## src/rtl/pc_redirect_unit_if.sv

```systemverilog
// Bundle between the EX stage / IF PC mux and pc_redirect_unit.
// master: EX/fetch side (drives EX flags, consumes redirect); slave: the unit.
interface pc_redirect_unit_if #(
   parameter int N = 32
);
   logic         stall_i;
   logic         ex_valid_i;
   logic         ex_branch_i;
   logic         ex_jump_i;
   logic [1:0]   br_type_i;
   logic         zero_i;
   logic         neg_i;
   logic [N-1:0] ex_pc_i;
   logic [N-1:0] ex_imm_i;
   logic         pc_selector;
   logic [N-1:0] jmp_pc;
   logic         flush_o;
   logic         busy_o;

   modport master (
      output stall_i, ex_valid_i, ex_branch_i, ex_jump_i,
      output br_type_i, zero_i, neg_i, ex_pc_i, ex_imm_i,
      input  pc_selector, jmp_pc, flush_o, busy_o
   );

   modport slave (
      input  stall_i, ex_valid_i, ex_branch_i, ex_jump_i,
      input  br_type_i, zero_i, neg_i, ex_pc_i, ex_imm_i,
      output pc_selector, jmp_pc, flush_o, busy_o
   );
endinterface

```

## src/rtl/pc_redirect_unit.sv

```systemverilog
// Resolves EX branches/jumps into a one-shot registered redirect plus flush.
// Ports: clk, rst_n (async low); bus (slave): EX flags/operands in, pc_selector/jmp_pc/flush_o/busy_o out.
module pc_redirect_unit #(
   parameter int N            = 32,
   parameter int FLUSH_CYCLES = 2
) (
   input logic              clk,
   input logic              rst_n,
   pc_redirect_unit_if.slave bus
);
   localparam int CW = (FLUSH_CYCLES > 1) ? $clog2(FLUSH_CYCLES) : 1;

   typedef enum logic [1:0] {
      IDLE     = 2'd0,
      REDIRECT = 2'd1,
      FLUSH    = 2'd2
   } state_t;

   state_t         state_q, state_d;
   logic [CW-1:0]  cnt_q, cnt_d;
   logic [N-1:0]   jmp_q, jmp_d;
   logic           sel_q, sel_d;
   logic           flush_q, flush_d;

   logic           cond;
   logic           take;
   logic [N-1:0]   br_tgt;
   logic [N-1:0]   tgt;

   always_comb begin
      cond = 1'b0;
      unique case (bus.br_type_i)
         2'b00: cond = bus.zero_i;
         2'b01: cond = ~bus.zero_i;
         2'b10: cond = bus.neg_i;
         2'b11: cond = ~bus.neg_i;
         default: cond = 1'b0;
      endcase
   end

   assign take = bus.ex_valid_i &
                 (bus.ex_jump_i | (bus.ex_branch_i & cond));

   // Word offset scaled to bytes; sum wraps naturally at N bits.
   assign br_tgt = bus.ex_pc_i + (bus.ex_imm_i << 2);

   always_comb begin
      tgt      = bus.ex_jump_i ? bus.ex_imm_i : br_tgt;
      tgt[1:0] = 2'b00;
   end

   always_comb begin
      state_d = state_q;
      cnt_d   = cnt_q;
      jmp_d   = jmp_q;
      sel_d   = sel_q;
      flush_d = flush_q;
      if (!bus.stall_i) begin
         unique case (state_q)
            IDLE: begin
               sel_d   = 1'b0;
               flush_d = 1'b0;
               if (take) begin
                  state_d = REDIRECT;
                  jmp_d   = tgt;
                  sel_d   = 1'b1;
                  flush_d = 1'b1;
               end
            end
            REDIRECT: begin
               sel_d = 1'b0;
               if (FLUSH_CYCLES == 1) begin
                  state_d = IDLE;
                  flush_d = 1'b0;
                  cnt_d   = '0;
               end else begin
                  state_d = FLUSH;
                  flush_d = 1'b1;
                  cnt_d   = CW'(FLUSH_CYCLES - 1);
               end
            end
            FLUSH: begin
               // EX holds wrong-path work here, so take is ignored.
               sel_d = 1'b0;
               cnt_d = cnt_q - CW'(1);
               if (cnt_q <= CW'(1)) begin
                  state_d = IDLE;
                  flush_d = 1'b0;
                  cnt_d   = '0;
               end else begin
                  flush_d = 1'b1;
               end
            end
            default: begin
               state_d = IDLE;
               sel_d   = 1'b0;
               flush_d = 1'b0;
               cnt_d   = '0;
            end
         endcase
      end
   end

   always_ff @(posedge clk or negedge rst_n) begin
      if (!rst_n) begin
         state_q <= IDLE;
         cnt_q   <= '0;
         jmp_q   <= '0;
         sel_q   <= 1'b0;
         flush_q <= 1'b0;
      end else begin
         state_q <= state_d;
         cnt_q   <= cnt_d;
         jmp_q   <= jmp_d;
         sel_q   <= sel_d;
         flush_q <= flush_d;
      end
   end

   assign bus.pc_selector = sel_q;
   assign bus.jmp_pc      = jmp_q;
   assign bus.flush_o     = flush_q;
   assign bus.busy_o      = (state_q != IDLE);
endmodule

```

## src/flat_wrapper.sv

```systemverilog
// flat-port wrapper written by rule: the top's interface ports become plain ports
module pc_redirect_unit_flat 
#(
   parameter int N            = 32,
   parameter int FLUSH_CYCLES = 2
)
  (clk, rst_n, bus_stall_i, bus_ex_valid_i, bus_ex_branch_i, bus_ex_jump_i, bus_br_type_i, bus_zero_i, bus_neg_i, bus_ex_pc_i, bus_ex_imm_i, bus_pc_selector, bus_jmp_pc, bus_flush_o, bus_busy_o);
  pc_redirect_unit_if #(.N(N)) bus_i ();
  input logic clk;
  input logic rst_n;
  input wire logic [$bits(bus_i.stall_i)-1:0] bus_stall_i;
  input wire logic [$bits(bus_i.ex_valid_i)-1:0] bus_ex_valid_i;
  input wire logic [$bits(bus_i.ex_branch_i)-1:0] bus_ex_branch_i;
  input wire logic [$bits(bus_i.ex_jump_i)-1:0] bus_ex_jump_i;
  input wire logic [$bits(bus_i.br_type_i)-1:0] bus_br_type_i;
  input wire logic [$bits(bus_i.zero_i)-1:0] bus_zero_i;
  input wire logic [$bits(bus_i.neg_i)-1:0] bus_neg_i;
  input wire logic [$bits(bus_i.ex_pc_i)-1:0] bus_ex_pc_i;
  input wire logic [$bits(bus_i.ex_imm_i)-1:0] bus_ex_imm_i;
  output wire logic [$bits(bus_i.pc_selector)-1:0] bus_pc_selector;
  output wire logic [$bits(bus_i.jmp_pc)-1:0] bus_jmp_pc;
  output wire logic [$bits(bus_i.flush_o)-1:0] bus_flush_o;
  output wire logic [$bits(bus_i.busy_o)-1:0] bus_busy_o;
  assign bus_i.stall_i = bus_stall_i;
  assign bus_i.ex_valid_i = bus_ex_valid_i;
  assign bus_i.ex_branch_i = bus_ex_branch_i;
  assign bus_i.ex_jump_i = bus_ex_jump_i;
  assign bus_i.br_type_i = bus_br_type_i;
  assign bus_i.zero_i = bus_zero_i;
  assign bus_i.neg_i = bus_neg_i;
  assign bus_i.ex_pc_i = bus_ex_pc_i;
  assign bus_i.ex_imm_i = bus_ex_imm_i;
  assign bus_pc_selector = bus_i.pc_selector;
  assign bus_jmp_pc = bus_i.jmp_pc;
  assign bus_flush_o = bus_i.flush_o;
  assign bus_busy_o = bus_i.busy_o;
  pc_redirect_unit #(.N(N), .FLUSH_CYCLES(FLUSH_CYCLES)) u_core (.clk(clk), .rst_n(rst_n), .bus(bus_i));
endmodule
```

## config.mk

```make
export PLATFORM = sky130hd
export DESIGN_NAME = pc_redirect_unit_flat
export DESIGN_NICKNAME = d
export VERILOG_FILES = /design/src/rtl/pc_redirect_unit_if.sv /design/src/rtl/pc_redirect_unit.sv /design/src/flat_wrapper.sv
export SDC_FILE = /design/constraint.sdc
export NUM_CORES = 1
export LEC_CHECK = 0
export CAP_MARGIN = 20
export CELL_PAD_IN_SITES_DETAIL_PLACEMENT = 1
export CELL_PAD_IN_SITES_GLOBAL_PLACEMENT = 1
export CORE_MARGIN = 2
export CORE_UTILIZATION = 33
export DETAILED_ROUTE_END_ITERATION = 10
export GPL_TIMING_DRIVEN = 0
export HOLD_SLACK_MARGIN = 0.08
export PLACE_DENSITY_LB_ADDON = 0.2
export SLEW_MARGIN = 20
export SYNTH_ARGS = -nofsm -noshare
export SYNTH_HDL_FRONTEND = slang
export SYNTH_SLANG_ARGS = --single-unit
```

## constraint.sdc

```tcl
create_clock -name clk -period 2.36 [get_ports clk]
set_input_delay 0.472 -clock clk [delete_from_list [all_inputs] [get_ports clk]]
set_output_delay 0.472 -clock clk [all_outputs]
set_load 0.1 [all_outputs]
```

==> metrics.csv, run 1 <==
stage;metric;value;unit
setup_path;R2R Path Start;u_core.state_q[1];
clocking;clk sinks;34;
min_path;hold path start;u_core.bus.jmp_pc[27];
synth;post-synthesis cell count;392;
setup_path;critical path's largest stage delay;0.31;ns
setup_path;Worst path depth;11;
setup_path;crit path DAT;2.54;ns
setup_path;Buf+Inv Stages, Crit Path;2;
global_route;Tot GR Track Use;25.1;%
sta;worst setup margin;0.00901;ns
clocking;clock buffer count from CTS;5;
synth;Post-synth EDFFs;0;
global_route;largest net degree at the start of global routing;25;
setup_path;Worst Setup End Kind;register;
final_layout;Layout fillers;1054;
detailed_routing;ANT nets after route;0;
min_path;HP Class;reg2reg;
synth;Avg Cell Area, Syn;7.99;sq um
setup_path;Setup CP Type;in2reg;
detailed_routing;drt pass-1 iters;4;
floorplanning;Die Y;101;microns
power;Gate power share;67.1;%
clocking;Clk pin slew, worst setup/hold paths;0.09;ns
sta;max frequency;0.425;GHz
setup_path;r2r setup slk;0.50;ns
synth;post-synthesis sequential area ratio;27.2;%
sta;Tmin final;2.35;ns
detailed_routing;Initial DRC Count;138;
setup_path;Worst R2R End;u_core.bus.jmp_pc[30];
sta;pins over their slew limit;0;
synth;YS warnings;0;
placement;PortBufs;104;
detailed_routing;drt wl/cell;20.3;microns
sta;Max Clock Skew;0.00743;ns
status;outcome;finished, final reports clean;
final_layout;# nets final;637;
setup_path;CP max-delay cell;ha_4;
setup_path;Worst Setup EP;u_core.bus.jmp_pc[30];
setup_path;Worst setup SP type;input port;
floorplanning;row cnt;35;
synth;Async S/R FF share, synth;100;%
setup_path;Worst R2R Path Depth;7;
final_layout;ant diodes;0;
global_route;first-pass GRT wire length;20100;microns
detailed_routing;WL final;13400;microns
synth;synthesized area;0.00313;sq mm
sta;final hold vios;0;
global_route;initial antenna violation count;0;
sta;RSZ-0062 raised after global routing;true;
sta;Slew headroom;32.1;%
floorplanning;core area;0.00924;sq mm
synth;Yosys reg bits;34;
clocking;H-tree lvl count;2;
placement;HPWL after detailed placement;9030;microns
power;leak pwr;0.00233;uW
detailed_routing;vias;3721;
power;Cell Int Power;1970;uW
setup_path;CP cell instances;dlygate4sd2_1 > ha_4 > o21ai_1 > a21oi_2 > buf_4 > nand4_1 > nand2_2 > a21oi_4 > o31ai_1 > mux2i_1 > nand3_1;
sta;slew at the pin with the worst max-slew slack;1.02;ns
power;pwr/cell area;860;mW/mm^2
setup_path;CP startpoint;bus_ex_imm_i[6];
final_layout;Area Growth Syn to Fin;68.5;%
power;sequential fraction of design power;19.8;%
clocking;Max clock buf depth;2;
clocking;root buf cell;clkbuf_8;
clocking;Clk Latency, worst-skew pair;0.30;ns
run;Max Cap Violations;0;
clocking;CTS tree;yes;
sta;crit share post-route;99.6;%
floorplanning;Die Width;101;microns
power;Clock power frac;13.1;%
final_layout;layout cell share with drive strength beyond 1;26.6;%
detailed_routing;Vias/cell;5.61;
synth;Netlist cell types;48;
power;Net Sw Power;2560;uW
synth;Post-synth top flop;dfrtp_1;
placement;gp weighted congestion;0.857;
setup_path;CP max FO;6;
sta;Setup-failing EPs final;0;
placement;post-placement setup slack;-0.764;ns
global_route;Remaining Overflow, GRT;0;
power;Peak VDD IR;0.459;mV
floorplanning;Initial Utilization;33.9;%
floorplanning;full die area;0.0103;sq mm
setup_path;Req. time, crit path;2.55;ns
floorplanning;# IOs;109;
detailed_routing;DRC Markers;0;
global_route;number of global-route vias before repair;3854;
power;total design power;4540;uW
setup_path;crit-path leading delay family;compound AO/OA/AOI/OAI gates;
power;switching fraction of total power;56.5;%
-- state kept, by name (all words and copies together), names as in the netlist --
| signal | count |
|---|---|
| u_core.state_q | 2 |
| u_core.bus.flush_o | 1 |
| u_core.bus.jmp_pc | 30 |
| u_core.bus.pc_selector | 1 |
-- Yosys cell counts, types with 2 or more instances --
master	n	area share, %
xnor2_1	17	4.8
o22ai_1	2	0.40
o21ai_0	33	5.3
clkbuf_1	24	2.9
ha_1	29	12
nor3b_1	3	0.72
nand4_1	11	2.2
a21oi_1	45	7.2
o21a_1	6	1.4
o21bai_1	2	0.48
o211ai_1	4	0.96
o31ai_2	2	0.80
nand2b_1	2	0.40
buf_2	4	0.64
nand3_1	11	1.8
a31oi_1	4	0.80
o21ai_1	3	0.48
nor3_1	5	0.80
o31a_1	2	0.56
nand2_1	43	5.2
dfrtp_1	34	27
nor2b_1	2	0.40
mux2i_1	9	2.9
inv_1	5	0.60
xor2_1	7	2.0
nor2_1	25	3.0
a21o_1	22	5.3
buf_4	2	0.48
and3_1	9	1.8
a211oi_1	4	0.96
o31ai_1	4	0.96
-- through the flow --
step	TNS [ns]	hold WS, ns	cell area (sq um)	instances	utilization (%)
6_report	0	0.495	5270	663	57.1
5_1_grt	-0.126	0.522	5270	663	57.1
4_1_cts	-0.252	0.500	4940	646	53.5
3_5_place_dp	-17.18	0.384	4360	627	47.2
3_3_place_gp	-18.55	0.464	4350	626	47.1
2_1_floorplan	-0.00870	0.176	3150	393	-
-- worst min path at each step --
stage | end | slack [ns] | cells after the start
2_1_floorplan | u_core.bus.flush_o | 0.18 | 0
3_3_place_gp | u_core.bus.jmp_pc[22] | 0.46 | 2
3_5_place_dp | u_core.bus.pc_selector | 0.38 | 1
4_1_cts | u_core.bus.jmp_pc[22] | 0.50 | 2
5_1_grt | u_core.bus.jmp_pc[9] | 0.52 | 1
6_report | u_core.bus.jmp_pc[27] | 0.49 | 2
-- timing repair --
action                     in CTS  in global routing
cloned                          0                  2
gates resized for setup       114                 77
setup buffers                  23                 15
setup endpoints to repair      30                 30
hold endpoints to repair       10                  0
pin swaps                      33                 42
hold buffers                    1                  0
-- cells in the final DEF (no fill, tap or decap), types with 3 or more instances in the layout --
master and count:
clkdlybuf4s50_1 58, buf_4 42, nand2_1 39, a21oi_1 36, dfrtp_1 34, o21ai_0 27, nor2_1 24, a21o_1 22
ha_4 22, dlygate4sd2_1 22, xnor2_1 17, clkbuf_2 13, nand4_1 11, mux2i_1 9, and3_1 9, nand3_1 8
dlymetal6s2s_1 8, xor2_1 7, o21a_1 6, o21ai_1 6, inv_1 5, a21oi_2 5, clkbuf_1 5, ha_1 5
clkbuf_8 5, buf_6 4, a21oi_4 4, nand2_2 4, nor3_1 4, o211ai_1 4, nor3b_1 3, nand3_2 3
o21ai_2 3, buf_2 3
-- worst min-delay path: cells and delay by family (launching register included) --
| kind | cells | cell delay, ns |
|---|---|---|
| AO/OA/AOI/OAI | 2 | 0.11 |
| flip-flops | 1 | 0.35 |
-- power by group through the flow --
stage / clock network, uW / registers [uW] / logic [uW]
finish: 593 / 899 / 3040
global route: 616 / 923 / 3180
CTS: 590 / 900 / 2910
detailed placement: 0 / 913 / 2770
global placement: 0 / 898 / 2730
floorplan: 0 / 2270 / 637
-- kinds of logic (layout without fill, tap and decap cells) --
family,count (synthesis),in the layout,share of synthesized area [%]
muxes,9,9,2.88
DFF,34,34,27.2
adders and majority gates,30,30,12.2
buffers and inverters,35,176,4.60
and+or+nand+nor,117,117,17.7
xor gates and xnor gates,24,24,6.71
AOI/OAI and AO/OA,142,142,28.5
other,1,2,0.120
-- layout make-up --
| class | instances | area [sq um] | share of cell area, % |
|---|---|---|---|
| Buffer | 17 | 110 | 2.09 |
| Tap cell | 129 | 161 | 3.06 |
| Clock buffer | 5 | 68.8 | 1.30 |
| Clock inverter | 3 | 45.0 | 0.854 |
| Multi-Input combinational cell | 324 | 2680 | 50.7 |
| Sequential cell | 34 | 851 | 16.1 |
| Inverter | 5 | 18.8 | 0.356 |
| Timing Repair Buffer | 146 | 1340 | 25.5 |
-- layer usage --
| layer | global-route usage [%] | vias up | part of all wire, % | wire, microns |
|---|---|---|---|---|
| li1 | - | 1708 | - | - |
| met1 | 31.8 | 1863 | 43 | 5810 |
| met2 | 45.0 | 119 | 50 | 6770 |
| met3 | 3.52 | 31 | 3.9 | 523 |
| met4 | 6.03 | 0 | 2.5 | 335 |
| met5 | 0 | - | 0 | 0 |
Note: power is estimated with default switching activity, not from simulation.
==> run 2: changes to the inputs <==
CTS_CLUSTER_DIAMETER = 80   (was not set)
==> results of run 2 <==
The final DEF is identical to that of run 1; final timing and power are the same.
